## src/rtl/program_loader.sv

```systemverilog
// program_loader: boot-time loader in front of the core. Holds the core in
// reset, presets every BHT entry, then streams program words into
// instruction RAM as big-endian bytes before releasing the core.
module program_loader #(
  parameter int         IMEM_BYTES    = 1024,
  parameter int         ADDR_W        = 10,
  parameter int         BHT_ENTRIES   = 16,
  parameter int         BHT_IDX_W     = 4,
  parameter logic [1:0] BHT_INIT_VAL  = 2'b01,
  parameter int         RELEASE_DELAY = 3
) (
  input  logic                 clock_i,
  input  logic                 reset_i,
  input  logic                 in_valid_i,
  output logic                 in_ready_o,
  input  logic [31:0]          in_data_i,
  input  logic                 in_last_i,
  input  logic                 restart_i,
  output logic                 imem_we_o,
  output logic [ADDR_W-1:0]    imem_addr_o,
  output logic [7:0]           imem_wdata_o,
  output logic                 bht_we_o,
  output logic [BHT_IDX_W-1:0] bht_idx_o,
  output logic [1:0]           bht_wdata_o,
  output logic                 core_reset_o,
  output logic                 done_o,
  output logic                 error_o,
  output logic [ADDR_W-2:0]    word_count_o
);

  localparam int                WC_W      = ADDR_W - 1;
  localparam logic [WC_W-1:0]   WORDS     = WC_W'(IMEM_BYTES / 4);
  localparam int                BC_W      = BHT_IDX_W + 1;
  localparam logic [BC_W-1:0]   BHT_END   = BC_W'(BHT_ENTRIES);
  localparam int                HC_W      = $clog2(RELEASE_DELAY + 1);
  localparam logic [HC_W-1:0]   HOLD_LAST = HC_W'(RELEASE_DELAY - 1);

  // WRk names the state in which byte k is on the RAM write port.
  typedef enum logic [2:0] {
    S_BHT, S_WAIT, S_WR0, S_WR1, S_WR2, S_WR3, S_HOLD, S_RUN
  } state_t;

  state_t                 state_q;
  logic [BC_W-1:0]        bht_cnt_q;
  logic [WC_W-1:0]        wc_q;
  logic [HC_W-1:0]        hold_cnt_q;
  logic [31:0]            word_q;     // remaining bytes, next one in [31:24]
  logic                   last_q;
  logic                   in_ready_q;
  logic                   imem_we_q;
  logic [ADDR_W-1:0]      imem_addr_q;
  logic [7:0]             imem_wdata_q;
  logic                   bht_we_q;
  logic [BHT_IDX_W-1:0]   bht_idx_q;
  logic [1:0]             bht_wdata_q;
  logic                   core_reset_q;
  logic                   done_q;
  logic                   error_q;

  // Load sequencer; every output is a flop updated together with the state.
  always_ff @(posedge clock_i) begin
    if (!reset_i) begin
      state_q      <= S_BHT;
      bht_cnt_q    <= '0;
      wc_q         <= '0;
      hold_cnt_q   <= '0;
      word_q       <= '0;
      last_q       <= 1'b0;
      in_ready_q   <= 1'b0;
      imem_we_q    <= 1'b0;
      imem_addr_q  <= '0;
      imem_wdata_q <= '0;
      bht_we_q     <= 1'b0;
      bht_idx_q    <= '0;
      bht_wdata_q  <= '0;
      core_reset_q <= 1'b1;
      done_q       <= 1'b0;
      error_q      <= 1'b0;
    end else begin
      case (state_q)
        S_BHT: begin
          if (bht_cnt_q == BHT_END) begin
            bht_we_q    <= 1'b0;
            bht_wdata_q <= '0;
            in_ready_q  <= 1'b1;
            state_q     <= S_WAIT;
          end else begin
            bht_we_q    <= 1'b1;
            bht_idx_q   <= bht_cnt_q[BHT_IDX_W-1:0];
            bht_wdata_q <= BHT_INIT_VAL;
            bht_cnt_q   <= bht_cnt_q + BC_W'(1);
          end
        end
        S_WAIT: begin
          // in_ready_q is high throughout this state
          if (in_valid_i) begin
            in_ready_q   <= 1'b0;
            last_q       <= in_last_i;
            word_q       <= {in_data_i[23:0], 8'h00};
            imem_we_q    <= 1'b1;
            imem_addr_q  <= {wc_q[WC_W-2:0], 2'd0};
            imem_wdata_q <= in_data_i[31:24];
            state_q      <= S_WR0;
          end
        end
        S_WR0, S_WR1, S_WR2: begin
          imem_addr_q  <= imem_addr_q + ADDR_W'(1);
          imem_wdata_q <= word_q[31:24];
          word_q       <= {word_q[23:0], 8'h00};
          state_q      <= (state_q == S_WR0) ? S_WR1 :
                          (state_q == S_WR1) ? S_WR2 : S_WR3;
        end
        S_WR3: begin
          imem_we_q    <= 1'b0;
          imem_addr_q  <= '0;
          imem_wdata_q <= '0;
          wc_q         <= wc_q + WC_W'(1);
          if (last_q || (wc_q + WC_W'(1) == WORDS)) begin
            // a word that fills RAM exactly is fine when it is the last one
            error_q    <= ~last_q;
            hold_cnt_q <= '0;
            state_q    <= S_HOLD;
          end else begin
            in_ready_q <= 1'b1;
            state_q    <= S_WAIT;
          end
        end
        S_HOLD: begin
          if (hold_cnt_q == HOLD_LAST) begin
            core_reset_q <= 1'b0;
            done_q       <= 1'b1;
            state_q      <= S_RUN;
          end else begin
            hold_cnt_q <= hold_cnt_q + HC_W'(1);
          end
        end
        S_RUN: begin
          if (restart_i) begin
            core_reset_q <= 1'b1;
            done_q       <= 1'b0;
            error_q      <= 1'b0;
            wc_q         <= '0;
            bht_cnt_q    <= '0;
            state_q      <= S_BHT;
          end
        end
        default: state_q <= S_BHT;
      endcase
    end
  end

  assign in_ready_o   = in_ready_q;
  assign imem_we_o    = imem_we_q;
  assign imem_addr_o  = imem_addr_q;
  assign imem_wdata_o = imem_wdata_q;
  assign bht_we_o     = bht_we_q;
  assign bht_idx_o    = bht_idx_q;
  assign bht_wdata_o  = bht_wdata_q;
  assign core_reset_o = core_reset_q;
  assign done_o       = done_q;
  assign error_o      = error_q;
  assign word_count_o = wc_q;

endmodule
```

## config.mk

```make
export PLATFORM = sky130hd
export DESIGN_NAME = program_loader
export DESIGN_NICKNAME = d
export VERILOG_FILES = /design/src/rtl/program_loader.sv
export SDC_FILE = /design/constraint.sdc
export NUM_CORES = 1
export LEC_CHECK = 0
export BUFFER_PORTS_ARGS = -buffer_cell sky130_fd_sc_hd__buf_2
export CORE_ASPECT_RATIO = 1.2
export CORE_MARGIN = 5
export CORE_UTILIZATION = 30
export CTS_BUF_LIST = sky130_fd_sc_hd__clkbuf_16
export CTS_CLUSTER_SIZE = 16
export DETAILED_ROUTE_END_ITERATION = 12
export PLACE_DENSITY_LB_ADDON = 0.3
export SYNTH_ARGS = -nofsm -noshare
export SYNTH_HDL_FRONTEND = slang
export SYNTH_SLANG_ARGS = --single-unit
```

## constraint.sdc

```tcl
create_clock -name clock_i -period 4.37 [get_ports clock_i]
set_clock_uncertainty 0.1 [all_clocks]
set_input_delay 0 -clock clock_i [delete_from_list [all_inputs] [get_ports clock_i]]
set_output_delay 0 -clock clock_i [all_outputs]
set_load 0.1 [all_outputs]
```

# After elaboration in Yosys (flattened, before gate mapping)
# Index checks and enable logic that the tools add are counted.
dict set report totals {
  regBits 82
  output_inout_bits 39
}
dict set report op_classes {
  add_sub_neg 4
  eq_ne 18
  mux 38
  bitwise_logic 2
  n_reduce_logical 23
}
# cell n
set op_table {}
lappend op_table {{case mux 32 bit (2 select lines)} 1}
lappend op_table {{2-to-1 mux 32 bit} 1}
lappend op_table {{case mux 10 bit (3 select lines)} 1}
lappend op_table {{case mux 8 bit (3 select lines)} 1}
lappend op_table {{2-to-1 mux 3 bit} 6}
lappend op_table {{case mux 3 bit (6 select lines)} 1}
lappend op_table {{case mux 9 bit (2 select lines)} 1}
lappend op_table {{inequality test 2 bit, second input constant} 8}
lappend op_table {{equality test 3 bit, second input constant} 4}
lappend op_table {{2-to-1 mux 1 bit} 12}
lappend op_table {{AND reduction 2 bit} 6}
lappend op_table {{AND reduction 3 bit} 4}
lappend op_table {{nonzero test 2 bit} 6}
lappend op_table {{adder 10 x 1 -> 10 bit, second input constant} 1}
lappend op_table {{2-to-1 mux 10 bit} 1}
lappend op_table {{2-to-1 mux 5 bit} 2}
lappend op_table {{case mux 5 bit (2 select lines)} 1}
lappend op_table {{adder 9 x 1 -> 9 bit, second input constant} 1}
lappend op_table {{equality test 9 bit, second input constant} 1}
lappend op_table {{2-to-1 mux 9 bit} 1}
lappend op_table {{2-to-1 mux 8 bit} 1}
lappend op_table {{case mux 1 bit (2 select lines)} 4}
lappend op_table {{AND reduction 4 bit} 2}
lappend op_table {{equality test 3 x 2 -> 1 bit, second input constant} 2}
lappend op_table {{other kinds (13)} 16}

# Logic depth before layout (Yosys ltp)
# Gate-level depths: netlist of the first run.
dict set report depth {
  ltp_word 5
  mapped_depth 7
  mapped_depth_nobuf 7
}

# Least setup slack after synthesis of the first run
# Ideal clock, no wire load.
dict set report synth_timing {
  path_kind {flip-flop to flip-flop}
  from {register wc_q[0] (netlist: word_count_o[0])}
  to {register error_q (netlist: error_o)}
  setup_ns 0.066
  arrival_time_ns 2.626
  t_required_ns 4.204
  setup_slack_ns 1.577
  stages_incl_launch_ff 7
  path_buffers 0
  synth_period_minus_slack_ns 2.793
  path_cell_list {dfxtp_1 -> ha_1 -> nand3b_1 -> a2111oi_4 -> o221ai_2 -> or4_1 -> nand3_1}
}
dict set report synth_via {
  elab_chain_len 5
}
# item line
set synth_lines {}
lappend synth_lines {{start: declaration} 45} ;# logic [WC_W-1:0] wc_q;
lappend synth_lines {{start signal: assignment} 117} ;# wc_q <= wc_q + WC_W'(1);
lappend synth_lines {{adder 9 x 1 -> 9 bit} 118} ;# if (last_q || (wc_q + WC_W'(1) == WORDS)) begin
lappend synth_lines {{equality test 9 bit} 118}
lappend synth_lines {{logical OR 1 bit} 118}
lappend synth_lines {{inequality test 2 bit (no source line)} -}
lappend synth_lines {{AND reduction 3 bit (no source line)} -}
lappend synth_lines {{end signal: assignment} 120} ;# error_q <= ~last_q;
lappend synth_lines {{end: declaration} 58} ;# logic error_q;
# No other way between the ends.
# A chain may end at the register's enable or synchronous reset.

# Worst setup path after layout of the first run
dict set report layout_timing {
  from {register state_q[1]}
  to {register word_q[31]}
}
dict set report layout_via {
  elab_chain_len 4
  word_cells_on_any_way 9
  classes_between {5 x eq/ne; 1 x mux; 3 x reduce/logical}
}
# item line
set layout_lines {}
lappend layout_lines {{start: declaration} 43} ;# state_t state_q;
lappend layout_lines {{start signal: assignment} 110} ;# state_q <= (state_q == S_WR0) ? S_WR1 :
lappend layout_lines {{equality test 3 x 2 -> 1 bit / equality test 3 bit (equally long branches)} 80} ;# case (state_q)
lappend layout_lines {{OR reduction 3 bit} 80}
lappend layout_lines {{nonzero test 2 bit (no source line)} -}
lappend layout_lines {{AND reduction 2 bit (no source line)} -}
lappend layout_lines {{end signal: assignment} 99} ;# word_q <= {in_data_i[23:0], 8'h00};
lappend layout_lines {{end signal: assignment} 109} ;# word_q <= {word_q[23:0], 8'h00};
lappend layout_lines {{end: declaration} 47} ;# logic [31:0] word_q;
# Parallel ways exist; a longest one is shown, timed or not.

==> results of run 1 <==
## flip-flops by register name, indices dropped and copies added (netlist names)
signal,flops
word_q,24
imem_addr_o,10
word_count_o,9
imem_wdata_o,8
bht_cnt_q,5
bht_idx_o,4
state_q,3
hold_cnt_q,2
bht_wdata_o,1
core_reset_o,1
done_o,1
error_o,1
imem_we_o,1
in_ready_o,1
last_q,1
## stage by stage
step / cell area [µm²] / instances / setup WS [ns]
final: 4633 / 691 / 1.763
after global routing: 4633 / 691 / 1.511
after CTS: 4633 / 691 / 1.754
after detailed placement: 4020 / 641 / 1.762
after global placement: 4020 / 641 / 1.843
after floorplan: 3561 / 439 / 1.577
## final cells by class
class / instances / area [µm²]
well taps: 157 / 196.4
repair buffers: 113 / 748.2
inverters: 14 / 52.55
fillers: 1226 / 6988
multi-input cells: 319 / 1922
flip-flops and latches: 72 / 1441
clock inverters: 7 / 47.55
clock buffers: 9 / 225.2
## Yosys cell counts (4+ instances only)
master / instances
a211oi_1: 8
a21oi_1: 44
a22oi_1: 18
a311oi_1: 7
a31oi_1: 5
buf_2: 9
clkbuf_1: 21
dfxtp_1: 72
ha_1: 6
inv_1: 13
mux2i_1: 4
nand2_1: 51
nand3_1: 15
nand4_1: 9
nor2_1: 52
nor3_1: 12
o21ai_0: 18
o221ai_1: 10
xor2_1: 4
## routing by layer
metal / global-route usage [%] / wire length, µm / vias to the layer above
met5: 0 / 0 / -
met4: 5.796 / 254 / 0
met3: 3.936 / 463 / 16
met2: 23.97 / 4770 / 82
met1: 17.73 / 4406 / 1600
li1: - / - / 1769
## worst max-delay path by stage
stage	startpoint	cells after the start	to	slack, ns
2_1_floorplan	word_count_o[0]	6	error_o	1.58
3_3_place_gp	state_q[1]	5	word_q[29]	1.84
3_5_place_dp	state_q[1]	5	word_q[31]	1.76
4_1_cts	state_q[1]	5	word_q[31]	1.75
5_1_grt	state_q[1]	5	word_q[27]	1.51
6_report	state_q[1]	5	word_q[31]	1.76
## critical path: cells and delay by family, from the launching register on
kind,cells,cell delay [ns]
DFF,1,0.95
AOI/OAI and AO/OA,1,0.15
muxes,1,0.53
and+or+nand+nor,3,0.79
## cells by family after synthesis
group                      after synthesis
DFF                                     72
other                                    1
xor gates and xnor gates                 7
muxes                                    6
AOI/OAI and AO/OA                      131
buffers and inverters                   48
adders and majority gates                6
and+or+nand+nor                        168
## power groups by stage
stage / registers, mW / clock network (mW) / logic (mW)
after detailed placement: 0.682 / 0 / 0.0858
after global routing: 0.668 / 0.722 / 0.117
final: 0.667 / 0.679 / 0.109
after global placement: 0.682 / 0 / 0.0854
after CTS: 0.668 / 0.692 / 0.109
after floorplan: 0.704 / 0 / 0.0354
==> flow_summary.yaml, run 1 <==
pwr:
  p_sw_share_pct: 25.11
  ir_worst_vdd_v: 0.0001699
  pwr-share-comb_pct: 7.5
  switching_power_mw: 0.3654
  p_leak_nw: 1.741
  powerDensity_nw_per_um2: 314.1
  seq_power_share_pct: 45.9
  finalPower_mw: 1.455
  intPower_mw: 1.090
  clkPwrFrac_pct: 46.6
finish:
  final_cell_mix: "74 x buf_2, 72 x dfxtp_1, 52 x nor2_1"
  finalNetCount: 572
  final_util_pct: 39.87
  final_common_cell: "buf_2"
  n_antenna_cell: 0
  syn_to_final_growth_pct: 30.11
  drive_gt1_share_pct: 20.60
synth:
  ys_ff_latch: 72
  yosys_warnings: 0
  post_synth_instance_area_um2: 3561
  ys_seq_area_share_pct: 40.48
  syn_avg_cell_area_um2: 8.111
  synth_top_family_by_area: "compound AO/OA/AOI/OAI gates"
  synth-edff-count: 0
  synth-xor-area-share_pct: 1.722
  synthesis.nets: 482
  synth-main-ff-cell: "dfxtp_1"
  ys_async_sr_fraction_pct: 0
  postSynthCellCount: 439
  synth_compound_area_share_pct: 25.54
  synth_top_area_share_pct: 40.48
  ys_types: 60
  synthTopCellsByArea: "dfxtp_1 40%, a21oi_1 6.2%, nor2_1 5.5%"
  synthAdderAreaFrac_pct: 2.108
  yosysTopAreaCell: "dfxtp_1"
  synth_mux_area_share_pct: 1.757
  yosys.area_share.simple_pct: 22.49
global_routing:
  grt-ovfl-total: 0
  antenna_found_initial: 0
  grt_pass1_vias: 3414
  track_usage_pct: 14.47
  grt_pass1_wl_um: 16240
  grt_max_degree: 34
sta:
  fin_crit_ns: 2.607
  slew_violations: 0
  rsz0062_at_grt: "false"
  worst_slew_pin_slew_ns: 0.9553
  setup_viol: 0
  slew_headroom_pct: 36.22
  period_share_pct: 59.65
  fmax_mhz: 383.6
  tns_ns: 0
  finalHoldViolCount: 0
  finalHoldWorstSlack_ns: 0.02588
routing:
  dr.first_iter.drc_count: 248
  route.detailed.drc: 0
  dr.pass1.iters: 4
  ant_nets: 0
  routed-via-count: 3467
  drt-total-wl_um: 9894
  viasPerCell: 5.017
  avgRoutedWirePerCell_um: 14.32
floorplan:
  io_pins: 76
  die_h_um: 129.3
  num_rows: 43
  die_w_um: 109.5
  initial_core_util_pct: 30.64
  core_area_um2: 11620
  dieArea_um2: 14160
worst_setup_path:
  reg2reg_depth: 5
  r2r_setup_slack_ns: 1.76
  slowest_delay_ns: 0.95
  worst-setup-path-type: "flop to flop"
  r2r_end: "word_q[31]"
  crit_fanout: 29
  worstPathCellList: "nor2_1, mux2_2, nor2_1, nand2_1, a21oi_1"
  slowest_stage: "dfxtp_1"
  start_kind: "flop"
  path_common_cell: "nor2_1"
  cp-end-kind: "flop"
  r2r_start: "state_q[1]"
  worstPathRequired_ns: 4.53
  critPathArrivalTime_ns: 2.77
clocking:
  cts_tree: "done"
  path_clk_slew_ns: 0.06
  post_cts_resized: 0
  numClockSinks: 72
  clock_latency_ns: 0.34
  root_buffer: "clkbuf_16"
  h-tree-depth: 3
  cts_buffer_depth: 2
  cts_setup_buffers: 0
  cts-hold-fix-buffers: 34
  numCtsBuffers: 9
place:
  gp_congestion: 0.7771
  port-buffer-count: 74
  place_hpwl_um: 6749
flow_run:
  maxCapViolCount: 0
worst_hold_path:
  holdPathStages: 4
  hp-start: "in_valid_i"
  hold_path_class: "input port to flop"
  min_to: "state_q[1]"
outcome:
  status: "finished, final reports clean"
(Power assumes the default switching activity.)
==> inputs of run 2 (changes only) <==
==> constraint.sdc (replaced) <==
create_clock -name clock_i -period 2.3 [get_ports clock_i]
set_clock_uncertainty 0.1 [all_clocks]
set_input_delay 0 -clock clock_i [delete_from_list [all_inputs] [get_ports clock_i]]
set_output_delay 0 -clock clock_i [all_outputs]
set_load 0.1 [all_outputs]
==> flow_summary.yaml, run 2 (synthesis gave the netlist of run 1 again) <==
pwr:
  p_leak_nw: 1.851
  intPower_mw: 2.251
  switching_power_mw: 0.6990
  powerDensity_nw_per_um2: 609.1
  ir_worst_vdd_v: 0.0003310
  p_sw_share_pct: 23.70
  clkPwrFrac_pct: 49.8
  pwr-share-comb_pct: 7.3
  seq_power_share_pct: 42.9
place:
  port-buffer-count: 74
  dp_cells: 655
  place_hpwl_um: 7131
  gp_congestion: 0.8005
  place_ws_ns: 0.07919
finish:
  syn_to_final_growth_pct: 35.98
  regMostFlops: "word_q"
  final_common_cell: "buf_2"
  drive_gt1_share_pct: 24.41
  seq_area_um2: 1460
  final_cell_mix: "74 x buf_2, 63 x dfxtp_1, 52 x nor2_1"
  layoutNonFillerInstCount: 706
  multi_input_area_um2: 1922
  n_fill_cell: 1207
  n_antenna_cell: 0
  finalNetCount: 588
  largest_register_ffs: 24
routing:
  avgRoutedWirePerCell_um: 14.74
  wl_met1_um: 4434
  route.detailed.drc: 0
  top_layer_used: "met4"
  dr.first_iter.drc_count: 291
  drt-total-wl_um: 10400
  routed-via-count: 3660
  dr.pass1.iters: 4
  ant_nets: 0
  viasPerCell: 5.184
  wl_met2_um: 5220
  route.met3.wl_um: 566
sta:
  fin_crit_ns: 2.205
  rsz0062_at_grt: "false"
  tns_ns: 0
  fin_ws_ns: 0.09520
  worst_slew_pin_slew_ns: 0.4849
  slew_headroom_pct: 67.25
  period_share_pct: 95.86
  fmax_mhz: 453.6
  finalHoldViolCount: 0
  setup_viol: 0
  slew_violations: 0
worst_setup_path:
  critPathArrivalTime_ns: 2.39
  worstPathRequired_ns: 2.48
  r2r_start: "word_count_o[0]"
  slowest_stage: "or4_1"
  reg2reg_depth: 6
  r2r_end: "error_o"
  worstPathCellList: "ha_1, or2_4, a2111oi_4, o221ai_2, or4_1, nand3_1"
  r2r_setup_slack_ns: 0.1
  slowest_delay_ns: 0.49
  cp-end-kind: "flop"
  start_kind: "flop"
  crit_fanout: 10
  worst-setup-path-type: "flop to flop"
outcome:
  status: "finished, final reports clean"
clocking:
  cts_buffer_depth: 2
  numClockSinks: 72
  post_cts_resized: 0
  path_clk_slew_ns: 0.06
  numCtsBuffers: 9
  cts_tree: "done"
  clock_latency_ns: 0.34
  root_buffer: "clkbuf_16"
  cts_setup_buffers: 0
  h-tree-depth: 3
global_routing:
  antenna_found_initial: 0
  grt_max_degree: 34
  grt-ovfl-total: 0
  grt_pass1_vias: 3448
  grt_pass1_wl_um: 17310
  track_usage_pct: 15.23
flow_run:
  maxCapViolCount: 0
floorplan:
  core_area_um2: 11620
  io_pins: 76
  num_rows: 43
  die_w_um: 109.5
  initial_core_util_pct: 30.64
  dieArea_um2: 14160
  die_h_um: 129.3
worst_hold_path:
  hp-start: "in_valid_i"
  hold_path_class: "input port to flop"
  holdPathStages: 4
  min_to: "state_q[0]"
run 2: changes by cell type in the layout (fill, tap and decap cells not counted), moves of 2 or more:
cell,before,now
clkinv_1,3,1
dfxtp_2,0,6
dfxtp_1,72,63
dlygate4sd3_1,34,36
buf_4,5,17
buf_12,0,2
dfxtp_4,0,3
run 2: timing repair:
action                     CTS  global route
setup endpoints to repair    0             1
hold buffers                36             0
hold endpoints to repair    40             0
run 2: worst max-delay path by stage:
stage                    start  cells past startpoint  slack (ns)            end
2_1_floorplan  word_count_o[6]                      6       0.008        error_o
3_3_place_gp   word_count_o[0]                      6        0.16        error_o
3_5_place_dp   word_count_o[0]                      6        0.08  hold_cnt_q[1]
4_1_cts        word_count_o[0]                      6        0.06  hold_cnt_q[1]
5_1_grt        word_count_o[0]                      6       0.004        error_o
6_report       word_count_o[0]                      6         0.1        error_o
run 2: critical path: cells and delay by family (launching register included):
family | cells | cell delay (ns)
AO/OA/AOI/OAI | 2 | 0.54
adder cells (fa/ha/maj) | 1 | 0.28
flip-flops | 1 | 0.38
AND/OR/NAND/NOR | 3 | 0.85
run 2: power by group through the flow:
stage          registers (mW)  logic, mW  clock network, mW
2_1_floorplan            1.33     0.0672                  0
3_3_place_gp             1.29      0.166                  0
3_5_place_dp             1.29      0.167                  0
4_1_cts                  1.26      0.215               1.50
5_1_grt                  1.27      0.233               1.56
6_report                 1.26      0.216               1.47
run 2: through the flow:
stage	hold slack, ns	power, mW	cell area, µm²	util, %
CTS	0.03202	2.975	4842	41.67
detailed placement	0.1477	1.458	4169	35.87
global route	0.1118	3.054	4842	41.67
floorplan	0.03596	1.401	3580	-
finish	0.05249	2.950	4842	41.67
global placement	0.1417	1.457	4169	35.87
run 2: metal layers:
layer	up-vias	global-route usage, %
met1	1736	18.55
met5	-	0
met2	102	26.02
met4	0	5.503
li1	1805	-
met3	17	3.637
run 2: final cells by class:
class	instances	share of cell area [%]
inverters	14	1.085
clock inverters	5	1.292
multi-input cells	319	39.69
clock buffers	10	5.168
well taps	157	4.057
repair buffers	129	18.55
flip-flops and latches	72	30.16
==> inputs of run 3 (changes only) <==
--- a/config.mk
+++ b/config.mk
@@ -6,6 +6,8 @@
 export NUM_CORES = 1
 export LEC_CHECK = 0
 export BUFFER_PORTS_ARGS = -buffer_cell sky130_fd_sc_hd__buf_2
+export CELL_PAD_IN_SITES_DETAIL_PLACEMENT = 0
+export CELL_PAD_IN_SITES_GLOBAL_PLACEMENT = 1
 export CORE_ASPECT_RATIO = 1.2
 export CORE_MARGIN = 5
 export CORE_UTILIZATION = 30
==> flow_summary.yaml, run 3 (synthesis gave the netlist of run 1 again) <==
sta:
  tns_ns: 0
  rsz0062_at_grt: "false"
  slew_headroom_pct: 50.30
  setup_viol: 0
  worst_slew_pin_slew_ns: 0.7402
  slew_violations: 0
  fin_crit_ns: 2.139
  finalHoldViolCount: 0
  period_share_pct: 93.00
  fmax_mhz: 467.5
routing:
  avgRoutedWirePerCell_um: 14.36
  routed-via-count: 3509
  viasPerCell: 4.977
  route.detailed.drc: 0
  drt-total-wl_um: 10120
  dr.pass1.iters: 4
  ant_nets: 0
  dr.first_iter.drc_count: 196
finish:
  finalNetCount: 586
  multi_input_area_um2: 1922
  final_cell_mix: "74 x buf_2, 63 x dfxtp_1, 52 x nor2_1"
  regMostFlops: "word_q"
  drive_gt1_share_pct: 24.45
  largest_register_ffs: 24
  syn_to_final_growth_pct: 34.50
  final_common_cell: "buf_2"
  seq_area_um2: 1460
  n_antenna_cell: 0
  n_fill_cell: 1209
worst_setup_path:
  cp-end-kind: "flop"
  worstPathRequired_ns: 2.48
  start_kind: "flop"
  critPathArrivalTime_ns: 2.32
  worst-setup-path-type: "flop to flop"
  crit_fanout: 10
pwr:
  intPower_mw: 2.193
  clkPwrFrac_pct: 49.1
  finalPower_mw: 2.904
  seq_power_share_pct: 43.5
  p_leak_nw: 1.834
  pwr-share-comb_pct: 7.3
  p_sw_share_pct: 24.47
  powerDensity_nw_per_um2: 606.3
  switching_power_mw: 0.7107
  ir_worst_vdd_v: 0.0003948
floorplan:
  core_area_um2: 11620
  die_h_um: 129.3
  die_w_um: 109.5
  dieArea_um2: 14160
  initial_core_util_pct: 30.64
  num_rows: 43
  io_pins: 76
clocking:
  h-tree-depth: 3
  numClockSinks: 72
  root_buffer: "clkbuf_16"
  numCtsBuffers: 9
  post_cts_resized: 0
  cts_tree: "done"
  cts_setup_buffers: 0
  path_clk_slew_ns: 0.06
  cts_buffer_depth: 2
  clock_latency_ns: 0.34
place:
  place_hpwl_um: 7219
  gp_congestion: 0.8344
  port-buffer-count: 74
global_routing:
  grt-ovfl-total: 0
  grt_max_degree: 34
  track_usage_pct: 14.82
  antenna_found_initial: 0
  grt_pass1_wl_um: 16600
  grt_pass1_vias: 3382
flow_run:
  maxCapViolCount: 0
outcome:
  status: "finished, final reports clean"
worst_hold_path:
  hold_path_class: "input port to flop"
run 3: path summary, 6_finish.rpt:
path,from,endpoint,slack [ns],cells after the start
hold reg to reg,word_q[30],word_q[30],0.35,2
setup / recovery,word_count_o[0],error_o,0.16,6
setup reg to reg,word_count_o[0],error_o,0.16,6
hold / removal,reset_i,state_q[2],0.04,2
run 3: timing repair:
action / CTS / global route
hold buffers: 35 / 0
endpoints found under the setup margin: 0 / 1
endpoints found under the hold margin: 35 / 0
run 3: worst max-delay path, cell delays in order, from the launching register on:
cell and delay, ns:
dfxtp_4 0.37, ha_1 0.27, or2_4 0.26, a2111oi_4 0.35, o221ai_2 0.17, or4_1 0.48, nand3_1 0.09
run 3: area by class of cell:
class                           instances  area share (%)
Inverter                               14           1.097
Timing Repair Buffer                  127           17.87
Clock inverter                          7           1.620
Tap cell                              157           4.101
Multi-Input combinational cell        319           40.13
Clock buffer                            9           4.702
Sequential cell                        72           30.49
run 3: stage by stage:
| step | setup WS [ns] | utilization [%] | hold slack (ns) | instance area [µm²] | instances |
|---|---|---|---|---|---|
| 2_1_floorplan | 0.007536 | - | 0.03596 | 3580 | 439 |
| 3_3_place_gp | 0.1942 | 35.59 | 0.1431 | 4136 | 654 |
| 3_5_place_dp | 0.1437 | 35.59 | 0.1465 | 4136 | 654 |
| 4_1_cts | 0.1276 | 41.21 | 0.02583 | 4790 | 705 |
| 5_1_grt | 0.01389 | 41.21 | 0.05342 | 4790 | 705 |
| 6_report | 0.1610 | 41.21 | 0.03529 | 4790 | 705 |
run 3: power groups by stage:
stage	logic, mW	clock network (mW)	registers [mW]
after floorplan	0.0672	0	1.33
after global placement	0.167	0	1.29
after detailed placement	0.167	0	1.29
after CTS	0.213	1.46	1.26
after global routing	0.230	1.52	1.27
final	0.213	1.43	1.26
run 3: layer usage:
| layer | track usage [%] | vias up | routed length, µm |
|---|---|---|---|
| met3 | 3.687 | 9 | 429 |
| met2 | 24.97 | 73 | 5054 |
| met5 | 0 | - | 0 |
| met4 | 5.282 | 0 | 150 |
| met1 | 18.26 | 1639 | 4489 |
| li1 | - | 1788 | - |
